===== src/rtl/uart_pkg.sv =====
// uart_pkg: shared FSM state encoding and frame constants for the UART transmitter
package uart_pkg;
   typedef enum logic [2:0] {IDLE, START, DATA, PARITY, STOP} tx_state_e;
   localparam int DATA_BITS = 8;
endpackage


===== src/rtl/baud_tick_gen.sv =====
// baud_tick_gen: free-running 0..DIV-1 counter with sync clear, tick on the last count of each bit
module baud_tick_gen #(
   parameter int DIV = 10
) (
   input  logic clk,
   input  logic rst,
   input  logic clr,
   output logic tick
);
   localparam int W = DIV > 1 ? $clog2(DIV) : 1;
   logic [W-1:0] cnt;
   assign tick = cnt == W'(DIV - 1);
   always_ff @(posedge clk)
      cnt <= (rst || clr || tick) ? '0 : cnt + 1'b1;
endmodule


===== src/rtl/uart_tx_fifo_reader.sv =====
// uart_tx_fifo_reader: pops a show-ahead FIFO and sends each byte as 8N1 on tx; UART_TX_PARITY_EN adds an even parity bit
module uart_tx_fifo_reader
   import uart_pkg::*;
#(
   parameter int CLK_FREQ = 100_000_000,
   parameter int BAUD     = 9600
) (
   input  logic       clk,
   input  logic       rst,
   input  logic       fifo_empty,
   input  logic [7:0] fifo_rdata,
   output logic       fifo_rd,
   output logic       tx,
   output logic       tx_busy,
   output logic       tx_done
);
   localparam int DIV = CLK_FREQ / BAUD;
   localparam logic [2:0] LAST = 3'(DATA_BITS - 1);
   tx_state_e state, state_n;
   logic       tick, par, tx_n;
   logic [2:0] idx;
   logic [7:0] shift, shift_n;
`ifdef UART_TX_PARITY_EN
   localparam tx_state_e AFTER_DATA = PARITY;
   always_ff @(posedge clk)
      par <= rst ? 1'b0 : fifo_rd ? ^fifo_rdata : par;
`else
   localparam tx_state_e AFTER_DATA = STOP;
   assign par = 1'b1;
`endif
   baud_tick_gen #(.DIV(DIV)) u_baud (
      .clk (clk),
      .rst (rst),
      .clr (state == IDLE),
      .tick(tick)
   );
   always_ff @(posedge clk)
      state <= rst ? IDLE : state_n;
   always_comb begin
      state_n = state;
      unique case (state)
         IDLE:    state_n = fifo_empty ? IDLE : START;
         START:   state_n = tick ? DATA : START;
         DATA:    state_n = (tick && idx == LAST) ? AFTER_DATA : DATA;
         PARITY:  state_n = tick ? STOP : PARITY;
         STOP:    state_n = tick ? IDLE : STOP;
         default: state_n = IDLE;
      endcase
   end
   always_comb begin
      fifo_rd = state == IDLE && !fifo_empty && !rst;
      tx_busy = state != IDLE;
   end
   // tx is registered from the next-state view so the line changes on the same edge as the state
   always_comb begin
      shift_n = fifo_rd ? fifo_rdata : (state == DATA && tick) ? shift >> 1 : shift;
      tx_n    = state_n == START ? 1'b0 : state_n == DATA ? shift_n[0] : state_n == PARITY ? par : 1'b1;
   end
   always_ff @(posedge clk) begin
      if (rst) begin
         tx      <= 1'b1;
         tx_done <= 1'b0;
         idx     <= '0;
         shift   <= '0;
      end else begin
         tx      <= tx_n;
         tx_done <= state == STOP && tick;
         idx     <= state != DATA ? '0 : (tick && idx != LAST) ? idx + 1'b1 : idx;
         shift   <= shift_n;
      end
   end
endmodule


===== config.mk =====
export PLATFORM = sky130hd
export DESIGN_NAME = uart_tx_fifo_reader
export DESIGN_NICKNAME = d
export VERILOG_FILES = /design/src/rtl/uart_pkg.sv /design/src/rtl/baud_tick_gen.sv /design/src/rtl/uart_tx_fifo_reader.sv
export SDC_FILE = /design/constraint.sdc
export NUM_CORES = 1
export LEC_CHECK = 0
export BUFFER_PORTS_ARGS = -buffer_cell sky130_fd_sc_hd__buf_4
export CAP_MARGIN = 20
export CORE_MARGIN = 5
export CORE_UTILIZATION = 51
export CTS_BUF_LIST = sky130_fd_sc_hd__clkbuf_16
export CTS_CLUSTER_SIZE = 28
export DETAILED_ROUTE_END_ITERATION = 16
export GPL_ROUTABILITY_DRIVEN = 0
export PLACE_DENSITY = 0.74
export SLEW_MARGIN = 20
export SYNTH_ARGS = -nofsm -noshare
export SYNTH_HDL_FRONTEND = slang
export SYNTH_SLANG_ARGS = --single-unit

===== constraint.sdc =====
create_clock -name clk -period 1.6 [get_ports clk]
set_input_delay 0.32 -clock clk [delete_from_list [all_inputs] [get_ports clk]]
set_output_delay 0.32 -clock clk [all_outputs]
set_load 0.01 [all_outputs]

# Yosys cells after proc, flatten, opt, wreduce, memory -nomap -nowiden
# Cells that the tools add are included.
# word_totals
regBits	30
wordCells	43
output_inout_bits	4
input_bits	11
# classes
addsub	2
n_reduce_logical	14
mux	10
n_eq_ne	10
# ops
op	n
$mux W8	2
$pmux W3 S5	1
$add A14 B1 Y14 const B	1
$eq A14 B14 Y1 const B	1
$eq A3 B2 Y1 const B	3
$mux W3	3
$eq A3 B1 Y1 const B	2
$eq A3 B3 Y1 const B	2
$logic_and A1 B1 Y1	6
$add A3 B1 Y3 const B	1
$logic_not A3 Y1	1
$mux W1	3
$ne A3 B2 Y1 const B	1
$ne A3 B3 Y1 const B	1
$reduce_bool A3 Y1	1
$logic_not A1 Y1	2
$logic_or A1 B1 Y1	2
$mux W2	1
$reduce_bool A2 Y1	1
$reduce_or A2 Y1	1

# Logic depth before layout (Yosys ltp)
# depth
ltp_word	7
depth_mapped	7
ltp_nobuf	7

# By module
# From an unflattened synthesis, not the netlist that was laid out.
# hier_totals
hier_cells	153
area_unflattened_um2	1378.8
# modules_own_cells
mod	area_each_um2	n_inst	cells_each
uart_tx_fifo_reader	759.5	1	83
baud_tick_gen	619.3	1	70

# Least setup slack after synthesis
# OpenSTA, ideal clock, no wires.
# synth_path
path_kind	flip-flop to flip-flop
start	register u_baud.cnt[0]
end	register tx
path_buffers	1
path_slack_ps	-186
stages_incl_launch_ff	8
arrival_ps	1650
setup_ps	135
synth_period_minus_slack_ps	1786
cell_sequence	dfxtp_1 ha_1 nand4_1 nand4b_4 buf_2 o311a_1 a21oi_1 a41oi_1
# synth_between
elab_chain_len	7
word_cells_on_any_way	14
# synth_rtl
item	line_no	text
start: declaration	baud_tick_gen.sv:11	logic [W-1:0] cnt;
start signal: assignment	baud_tick_gen.sv:14	cnt <= (rst || clr || tick) ? '0 : cnt + 1'b1;
$eq A14 B14 Y1 *	baud_tick_gen.sv:12	assign tick = cnt == W'(DIV - 1);
$logic_and A1 B1 Y1	uart_tx_fifo_reader.sv:44	DATA: state_n = (tick && idx == LAST) ? AFTER_DATA : DATA;
$mux W3	uart_tx_fifo_reader.sv:44	
$pmux W3 S5	uart_tx_fifo_reader.sv:41	unique case (state)
$eq A3 B2 Y1	uart_tx_fifo_reader.sv:57	tx_n = state_n == START ? 1'b0 : state_n == DATA ? shift_n[0] : state_n == PARITY ? par : 1'b1;
$mux W1	uart_tx_fifo_reader.sv:57	
$mux W1 *	uart_tx_fifo_reader.sv:57	
end signal: assignment	uart_tx_fifo_reader.sv:66	tx <= tx_n;
end: declaration	uart_tx_fifo_reader.sv:13	output logic tx,
# Mark *: on every way between the ends. The rest lies on a longest branch, timed or not. The select of a mux whose other input is x is not followed.
# A chain may end at the register's enable or synchronous reset.

# Worst setup path in the final report
# layout_path
start	register u_baud.cnt[4]
end	register shift[0]
# layout_between
elab_chain_len	4
# layout_rtl
item	line_no	text
$eq A14 B14 Y1	baud_tick_gen.sv:12	
$logic_and A1 B1 Y1	uart_tx_fifo_reader.sv:56	shift_n = fifo_rd ? fifo_rdata : (state == DATA && tick) ? shift >> 1 : shift;
$mux W8 (2 in series)	uart_tx_fifo_reader.sv:56	
end signal: assignment	uart_tx_fifo_reader.sv:69	shift <= shift_n;
end: declaration	uart_tx_fifo_reader.sv:22	logic [7:0] shift, shift_n;
# Every way passes these cells. The select of a mux whose other input is x is not followed.

==> flow_summary_export.csv <==
group,metric,value,unit
final_layout,diodes,0,
clock_tree,ctsHoldBuffers,0,
worst_setup_path,cp-start-kind,"flop",
min_path,hold_start,"rst",
grt,grt_max_degree,15,
clock_tree,cts_tree,"done",
drt,drtAntennaViolNets,0,
min_path,worstHoldPathType,"input port to flop",
yosys,ys_types,40,
die,initial_core_util,0.517,
outcome,violations,"setup timing",
yosys,synth.ff_latch_count,30,
grt,grt_usage,0.184,
die,row_count,19,
final_layout,fillers,171,
timing,fin_crit_sh,1.19,
power,irDropWorstVdd,1.03,mV
timing,fin_tns_setup,-2.25,ns
worst_setup_path,critPathKind,"flop to flop",
final_layout,final_common_cell,"buf_4",
place,portBuffers,14,
clock_tree,cts_buffer_depth,2,
worst_setup_path,path_max_fanout,4,
yosys,yosys_warnings,0,
yosys,synthFlopType,"dfxtp_1",
timing,fmax,526,MHz
drt,drc_errors,0,
yosys,synth_cells,148,
timing,worst_slack,-0.302,ns
worst_setup_path,reg2reg_slack,-0.30,ns
grt,grt_pass1_wl,5640,um
drt,wl,3750,um
grt,antenna_found_initial,0,
outcome,status,"finished, violations left",
worst_setup_path,r2r_start,"u_baud.cnt[4]$_SDFF_PP0_",
worst_setup_path,arrival,2.07,ns
worst_setup_path,worstPathRequired,1.76,ns
min_path,whs_path_depth,2,
grt,grt-ovfl-total,0,
min_path,hold_end,"state[0]$_SDFF_PP0_",
place,dp_hpwl,2260,um
die,num_io_pins,15,
timing,setup_viol,11,
timing,maxSlewHeadroom,0.673,
final_layout,drive_gt1_frac,0.465,
worst_setup_path,cp-end-kind,"flop",
job,maxCapViolations,0,
drt,routed_via_density,5.43,
worst_setup_path,timing.rr.end,"shift[0]$_SDFF_PP0_",
timing,hold_viol,0,
timing,period_needed,1.90,ns
drt,vias,1266,
drt,dr_wl_met2,1860,um
power,leakage,0.000866,uW
final_layout,finalCoreUtilization,0.789,
die,dieArea,0.00387,mm^2
yosys,synth_edf_count,0,
drt,route.met3.wl,238,um
final_layout,final_cell_mix,"buf_4 (46), nor2_1 (26), dfxtp_1 (25)",
clock_tree,clock_latency,0.27,ns
die,core-area,0.00269,mm^2
timing,worstMarginPinSlew,0.489,ns
clock_tree,clk_pin_slew,0.05,ns
yosys,async_flop_share,0,
clock_tree,htree_levels,2,
clock_tree,clock-sinks,30,
die,die_h,62.2,um
timing,rsz0062_at_grt,"true",
clock_tree,cts.root.buffer_cell,"clkbuf_16",
drt,drt_iter0_drc,124,
final_layout,area.growth.synth_to_final,52.6,%
yosys,avgSynthCellArea,9.38,um^2
yosys,netlist_area,0.00139,mm^2
drt,drtPass1Iterations,4,
clock_tree,cts_inserted_buffers,5,
timing,skew,0.00538,ns
drt,wl_per_cell,16.1,um
power,p_per_area,861,mW/mm^2
yosys,yosysSeqAreaShare,0.432,
timing,drv_slew,0,
final_layout,layout.nets,216,
final_layout,fin_cells,233,
drt,m1WireLength,1540,um
worst_setup_path,reg2reg_depth,8,
grt,grt_pass1_vias,1301,
drt,top_layer_used,"met4",
yosys,syn-num-nets,162,
die,fp.dieW,62.2,um
place,dpl.cell_count,220,
## cell type report
class	instances	area, um^2	share of cell area
clock inverters	2	10.0	0.00472
flip-flops and latches	30	607	0.286
well taps	31	38.8	0.0183
repair buffers	52	434	0.205
clock buffers	5	125	0.0590
inverters	7	27.5	0.0130
multi-input cells	106	877	0.414
## worst max path at each step
stage	endpoint	startpoint	slack, ns
floorplan	tx$_SDFF_PP1_	u_baud.cnt[1]$_SDFF_PP0_	-0.1
detailed placement	tx$_SDFF_PP1_	u_baud.cnt[8]$_SDFF_PP0_	-0.25
global route	tx$_SDFF_PP1_	u_baud.cnt[4]$_SDFF_PP0_	-0.40
CTS	tx$_SDFF_PP1_	u_baud.cnt[8]$_SDFF_PP0_	-0.24
global placement	tx$_SDFF_PP1_	u_baud.cnt[8]$_SDFF_PP0_	-0.12
finish	shift[0]$_SDFF_PP0_	u_baud.cnt[4]$_SDFF_PP0_	-0.30
## metal layers
| metal | vias to the layer above | GRT usage |
|---|---|---|
| li1 | 626 | - |
| met2 | 41 | 0.315 |
| met1 | 586 | 0.188 |
| met5 | - | 0 |
| met3 | 13 | 0.0703 |
| met4 | 0 | 0.108 |
## through the flow
| step | setup slack (ns) | hold WS (ns) | area, um^2 | total power (uW) |
|---|---|---|---|---|
| floorplan | -0.0956 | 0.420 | 1430 | 865 |
| global placement | -0.115 | 0.445 | 1800 | 927 |
| detailed placement | -0.250 | 0.456 | 1800 | 935 |
| CTS | -0.236 | 0.248 | 2020 | 1820 |
| global route | -0.397 | 0.281 | 2120 | 1900 |
| finish | -0.302 | 0.278 | 2120 | 1820 |
## sequential cells by signal (all words and copies together), names as in the netlist
signal / flops
u_baud.cnt: 14
shift: 8
idx: 3
state: 3
tx: 1
tx_done: 1
## cell families after synthesis
group | share of synthesized area
AND/OR/NAND/NOR | 0.257
XOR/XNOR | 0.0820
buffers and inverters | 0.0360
flip-flops | 0.432
AO/OA/AOI/OAI | 0.122
multiplexers | 0.0441
adder cells (fa/ha/maj) | 0.0270
## synth_stat cells (2+ instances only)
master    count  area [um^2]
dfxtp_1      30          601
nor2_1       27          101
nand3_1       8         40.0
a21oi_1       7         35.0
nand2_1       7         26.3
xor2_1        7         61.3
inv_1         6         22.5
xnor2_1       6         52.6
a211oi_2      5         62.6
mux2i_1       5         50.1
buf_2         4         20.0
ha_1          3         37.5
or3_1         3         18.8
nor3_1        2         10.0
nor3b_1       2         15.0
o21ai_1       2         10.0
## power by group
part	internal, uW	total [uW]	switching (uW)
Clock	559	866	307
Combinational	92.2	170	77.9
Sequential	770	788	18.8
## worst max-delay path, cell delays in order (launching register included)
cell and delay [ns]:
dfxtp_1 0.35, nor4b_4 0.36, nand4b_4 0.17, buf_4 0.17, buf_6 0.10, o311a_4 0.31, a21oi_4 0.15, buf_4 0.13
a21oi_2 0.05
## repair_timing
item                                    CTS  global route
gates resized for setup                  13            14
hold endpoints to repair                  0             0
pin swaps                                 4             3
setup buffers                             1             5
endpoints found under the setup margin   10            16
Note: power is estimated with default switching activity, not from simulation.
